### src/rtl/audio_seq_ctrl_pkg.sv
// Shared types, constants and helpers for the audio record/playback control path.
package audio_seq_ctrl_pkg;

  // Default codec SRAM word-address width and the largest legal speed factor
  localparam int unsigned DEF_ADDR_W   = 18;
  localparam int unsigned DEF_MAX_RATE = 8;
  localparam int unsigned RATE_W       = 4;

  // Sequencer modes; the encoding is visible on the state port
  typedef enum logic [1:0] {
    S_IDLE   = 2'b00,
    S_RECORD = 2'b01,
    S_PLAY   = 2'b10,
    S_FULL   = 2'b11
  } seq_state_e;

  // Map a requested speed factor onto the legal range 1..max_rate
  function automatic logic [RATE_W-1:0] clamp_rate(input logic [RATE_W-1:0] req,
                                                   input logic [RATE_W-1:0] max_rate);
    logic [RATE_W-1:0] r;
    r = req;
    if (req == '0) begin
      r = RATE_W'(1);
    end else if (req > max_rate) begin
      r = max_rate;
    end
    return r;
  endfunction

endpackage

### src/rtl/audio_seq_ctrl_sample_timer.sv
// Elapsed-seconds timer driven by DACLRCK rising edges in the bit-clock domain.
module audio_seq_ctrl_sample_timer #(
  parameter int unsigned SAMPLE_RATE = 32000,
  parameter int unsigned SEC_W       = 8
) (
  input  logic             clk,
  input  logic             rst,
  input  logic             lrck,
  input  logic             clear,
  input  logic             enable,
  output logic [SEC_W-1:0] seconds
);

  localparam int unsigned CNT_W = (SAMPLE_RATE > 1) ? $clog2(SAMPLE_RATE) : 1;

  logic             prev_q;
  logic [CNT_W-1:0] cnt_q;
  logic             rise;

  assign rise = lrck & ~prev_q;

  // Edge detect, count samples per second and saturate the seconds count
  always_ff @(posedge clk) begin
    if (rst) begin
      prev_q  <= 1'b0;
      cnt_q   <= '0;
      seconds <= '0;
    end else begin
      prev_q <= lrck;
      if (clear) begin
        cnt_q   <= '0;
        seconds <= '0;
      end else if (enable && rise) begin
        if (cnt_q == CNT_W'(SAMPLE_RATE - 1)) begin
          cnt_q <= '0;
          if (seconds != '1) begin
            seconds <= seconds + 1'b1;
          end
        end else begin
          cnt_q <= cnt_q + 1'b1;
        end
      end
    end
  end

endmodule

### src/rtl/audio_seq_ctrl.sv
// Record/playback sequencer driving the codec control inputs from key pulses.
module audio_seq_ctrl
  import audio_seq_ctrl_pkg::*;
#(
  parameter int unsigned ADDR_W      = DEF_ADDR_W,
  parameter int unsigned SAMPLE_RATE = 32000,
  parameter int unsigned SEC_W       = 8,
  parameter int unsigned MAX_RATE    = DEF_MAX_RATE
) (
  input  logic              AUD_BCLK,
  input  logic              rst,
  input  logic              AUD_DACLRCK,
  input  logic              key_record,
  input  logic              key_play,
  input  logic              key_stop,
  input  logic [3:0]        sw_rate,
  input  logic              sw_fast,
  input  logic              sw_interp,
  input  logic [ADDR_W-1:0] codec_addr,
  output logic              stop,
  output logic              record,
  output logic              fast,
  output logic [3:0]        rate,
  output logic              interp,
  output logic [1:0]        state,
  output logic [ADDR_W-1:0] rec_end_addr,
  output logic [SEC_W-1:0]  seconds
);

  seq_state_e        state_q, state_d;
  logic              hold_q, hold_d;
  logic              stop_d, record_d, fast_d, interp_d;
  logic [3:0]        rate_d;
  logic [ADDR_W-1:0] rec_end_d;
  logic              entering;
  logic              timer_clear;
  logic              timer_enable;

  assign state        = 2'(state_q);
  assign timer_enable = (state_q == S_RECORD) || (state_q == S_PLAY);

  // State and output registers
  always_ff @(posedge AUD_BCLK) begin
    if (rst) begin
      state_q      <= S_IDLE;
      hold_q       <= 1'b0;
      stop         <= 1'b1;
      record       <= 1'b0;
      fast         <= 1'b0;
      rate         <= 4'd1;
      interp       <= 1'b0;
      rec_end_addr <= '0;
    end else begin
      state_q      <= state_d;
      hold_q       <= hold_d;
      stop         <= stop_d;
      record       <= record_d;
      fast         <= fast_d;
      rate         <= rate_d;
      interp       <= interp_d;
      rec_end_addr <= rec_end_d;
    end
  end

  // Next mode from key pulses (stop > record > play) and codec address
  always_comb begin
    state_d = state_q;
    hold_d  = 1'b0;
    case (state_q)
      S_IDLE: begin
        if (key_stop) begin
          state_d = S_IDLE;
        end else if (key_record) begin
          state_d = S_RECORD;
        end else if (key_play && (rec_end_addr != '0)) begin
          state_d = S_PLAY;
        end
      end
      S_RECORD: begin
        if (key_stop) begin
          state_d = S_IDLE;
        end else if (codec_addr == '1) begin
          state_d = S_FULL;
        end
      end
      S_FULL: begin
        if (key_stop) begin
          state_d = S_IDLE;
        end else if (key_play) begin
          // One clearing cycle so the codec restarts from address 0
          state_d = S_PLAY;
          hold_d  = 1'b1;
        end
      end
      S_PLAY: begin
        // Address check is skipped while the codec is still being cleared
        if (key_stop) begin
          state_d = S_IDLE;
        end else if (!hold_q && (codec_addr >= rec_end_addr)) begin
          state_d = S_IDLE;
        end
      end
      default: state_d = S_IDLE;
    endcase
  end

  // Next values of the codec controls, end address and timer clear
  always_comb begin
    fast_d      = fast;
    rate_d      = rate;
    interp_d    = interp;
    rec_end_d   = rec_end_addr;
    timer_clear = 1'b0;
    entering    = (state_d != state_q);
    stop_d      = (state_d == S_IDLE) || hold_d;
    record_d    = (state_d == S_RECORD) || (state_d == S_FULL);
    if ((state_q == S_RECORD) && (state_d == S_IDLE)) begin
      rec_end_d = codec_addr;
    end else if ((state_q == S_RECORD) && (state_d == S_FULL)) begin
      rec_end_d = '1;
    end
    if (entering) begin
      case (state_d)
        S_RECORD: begin
          fast_d      = 1'b0;
          interp_d    = 1'b0;
          timer_clear = 1'b1;
        end
        S_PLAY: begin
          fast_d      = sw_fast;
          interp_d    = sw_fast ? 1'b0 : sw_interp;
          rate_d      = clamp_rate(sw_rate, 4'(MAX_RATE));
          timer_clear = 1'b1;
        end
        default: timer_clear = 1'b0;
      endcase
    end
  end

  audio_seq_ctrl_sample_timer #(
    .SAMPLE_RATE(SAMPLE_RATE),
    .SEC_W      (SEC_W)
  ) u_sample_timer (
    .clk    (AUD_BCLK),
    .rst    (rst),
    .lrck   (AUD_DACLRCK),
    .clear  (timer_clear),
    .enable (timer_enable),
    .seconds(seconds)
  );

endmodule

### config.mk
export PLATFORM = sky130hd
export DESIGN_NAME = audio_seq_ctrl
export DESIGN_NICKNAME = d
export VERILOG_FILES = /design/src/rtl/audio_seq_ctrl_pkg.sv /design/src/rtl/audio_seq_ctrl_sample_timer.sv /design/src/rtl/audio_seq_ctrl.sv
export SDC_FILE = /design/constraint.sdc
export NUM_CORES = 1
export LEC_CHECK = 0
export CAP_MARGIN = 25
export CORE_ASPECT_RATIO = 2
export CORE_MARGIN = 4
export CORE_UTILIZATION = 40
export DETAILED_ROUTE_END_ITERATION = 10
export PLACE_DENSITY = 0.68
export SLEW_MARGIN = 20
export SYNTH_ARGS = -nofsm -noshare
export SYNTH_HDL_FRONTEND = slang
export SYNTH_SLANG_ARGS = --single-unit
### constraint.sdc
create_clock -name AUD_BCLK -period 2.8 [get_ports AUD_BCLK]
set_clock_uncertainty 0.15 [all_clocks]
set_input_delay 0.56 -clock AUD_BCLK [delete_from_list [all_inputs] [get_ports AUD_BCLK]]
set_output_delay 0.56 -clock AUD_BCLK [all_outputs]
set_load 0.01 [all_outputs]
==> impl_metrics.ini <==
[clocking]
cts_tree = yes
numCtsBuffers = 5
path_clk_slew_ps = 70
clock_latency_ps = 300
root_buffer = clkbuf_16
clockBufferDepth = 2
cts.sinks = 53
cts_hold_buffers = 0
h-tree-depth = 2

[placed_design]
place.gp.congestion = 0.837
dpl.cell_count = 541
hpwl_um = 6940
pre_cts_ws_ps = -601
port_buffers = 65

[synthesis]
synth_area_sq_um = 2960
postSynthCellCount = 338
syn-num-nets = 392
syn_avg_cell_area_sq_um = 8.77
seq_area_frac_synth = 0.358
synthTopCellsByArea = dfxtp_1 (36%), ha_1 (10%), nor3_1 (5.1%)
synth_area_leader_cell = dfxtp_1
yosysTopAreaCellShare = 0.358
synth_edf_count = 0
synth_seq_cells = 53
yosysWarnings = 0
async_reset_ff_frac = 0
synth_cell_types = 47
synth_ff_type = dfxtp_1

[floorplan]
start_util = 0.411
die_h_um = 130
die_w_um = 68.9
rows = 44
die_area_sq_um = 8930
core_sq_um = 7210
ios = 66

[cells_and_area]
final_cell_mix = buf_4 (56), dfxtp_1 (48), clkdlybuf4s50_1 (47)
n_antenna_cell = 0
final_common_cell = buf_4
drive_above_1_share = 0.303
fin_nets = 518
postLayoutCoreUtil = 0.670
area_growth_pct = 63.0
layoutNonFillerInstCount = 557

[timing]
max_freq_mhz = 353
worst_slack_ps = -32.4
setup_viol = 17
timing.final.crit_share = 1.01
worst_pin_slew_ps = 419
hold_viol_final = 0
fin_crit_ps = 2830
relSlewSlack = 0.721
rsz0062_at_grt = true
final.setup.tns_ps = -202
final_max_slew_viol_count = 0

[power]
powerDensity_nw_per_um2 = 423
p_leak_uw = 0.00184
peakVddDrop_uv = 411

[worst_setup_path]
worstSetupPathType = in -> reg
startpoint_type = input port
cp_max_fo = 7
arrival_ps = 2900
crit_family = compound AO/OA/AOI/OAI gates
critPathBufInv = 3
worstSetupEndpointType = register
cp_cell_sequence = dlygate4sd2_1, ha_1, a21oi_1, o2111ai_1, a211oi_2, o21a_1, buf_6, a31oi_4, a31o_4, buf_12, o31ai_4
cpMaxStageDelayCell = a31o_4
required_ps = 2860
cp_slowest_stage_delay_ps = 300

[grt]
antenna_found_initial = 0
grt_pass1_wl_um = 15300
globalRouteTotalUtil = 0.228
grt_overflow = 0
grt_pass1_vias = 3230
grt_max_degree = 20

[route]
routedWlPerCell_um = 18.3
wl_um = 10200
vias_per_cell = 5.75
via_count = 3202
drc = 0
ant_nets = 0
drtPass1Iterations = 4
drtIter0Drc = 128

[outcome]
status = complete, but fails checks
violations = negative setup slack

[worst_hold_path]
hold_class = reg -> reg

[flow_run]
max-cap-violations = 0
## final cells by class
| class | instances | area, sq um |
|---|---|---|
| fillers | 569 | 2380 |
| multi-input cells | 243 | 2140 |
| repair buffers | 133 | 1260 |
| flip-flops and latches | 53 | 1070 |
| clock buffers | 5 | 125 |
| well taps | 92 | 115 |
| inverters | 28 | 105 |
| clock inverters | 3 | 17.5 |
## worst min-delay path, stage by stage (launching register included)
cell	delay (ps)
dfxtp_1	320
o31ai_1	60
a21oi_1	60
## stage by stage
stage                     hold slack [ps]  instance area, sq um  total power [uW]
final                                 342                  4830              2040
after global routing                  383                  4830              2130
after CTS                             342                  4610              1980
after detailed placement              326                  4200              1310
after global placement                317                  4200              1300
after floorplan                       332                  3020              1050
## per-layer routing
metal | global-route usage | routed length [um] | vias up
met5 | 0 | 0 | -
met4 | 0.147 | 605 | 0
met3 | 0.0370 | 476 | 40
met2 | 0.424 | 5810 | 103
met1 | 0.218 | 3310 | 1547
li1 | - | - | 1512
## synth_stat cells, types with 2 or more instances
| cell | number |
|---|---|
| a211oi_1 | 2 |
| o22ai_1 | 4 |
| buf_6 | 3 |
| nor4_1 | 3 |
| clkbuf_1 | 7 |
| o31ai_1 | 5 |
| nor3b_1 | 3 |
| a221oi_1 | 2 |
| ha_1 | 24 |
| or4_1 | 7 |
| nor3_1 | 30 |
| nor2b_1 | 5 |
| dfxtp_1 | 53 |
| a31o_2 | 3 |
| nand2_1 | 29 |
| a21oi_1 | 13 |
| nor2_1 | 13 |
| or3_1 | 2 |
| o22a_1 | 2 |
| nand3_1 | 10 |
| xnor2_1 | 9 |
| o21ai_0 | 4 |
| nand4_1 | 15 |
| nand2b_1 | 2 |
| nand3b_1 | 3 |
| and3_1 | 7 |
| o221a_2 | 9 |
| xor2_1 | 10 |
| inv_1 | 27 |
| buf_2 | 4 |
| a221o_1 | 2 |
| o221a_1 | 10 |
| and2_1 | 2 |
## worst paths after layout
path	start	endpoint	slack, ps	depth (start not counted)
setup / recovery	codec_addr[7]	fast	-30	11
hold / removal	rate[3]	rate[3]	340	2
setup reg to reg	rec_end_addr[13]	rec_end_addr[7]	40	7
hold reg to reg	rate[3]	rate[3]	340	2
## timing repair
action                     in CTS  in global routing
setup endpoints to repair      48                 46
pin swaps                      12                 18
buffers inserted                1                  4
gates resized for setup        64                 36
gates cloned                    3                  2
## state kept, by name (all words and copies together), names as in the netlist
register                flops
record                      1
u_sample_timer.prev_q       1
u_sample_timer.seconds      8
fast                        1
hold_q                      1
rec_end_addr               18
state                       2
stop                        1
u_sample_timer.cnt_q       15
rate                        4
interp                      1
## cells by family after synthesis
family | synth area share
muxes | 0.00338
DFF | 0.358
xor gates and xnor gates | 0.0562
and+or+nand+nor | 0.234
buffers and inverters | 0.0642
adders and majority gates | 0.101
AOI/OAI and AO/OA | 0.183
## report_power, final
group          internal [uW]  switching, uW  leakage [uW]
registers                781           18.8      0.000431
logic                    329            304       0.00134
clock network            329            281     0.0000696
Note: power is estimated with default switching activity, not from simulation.
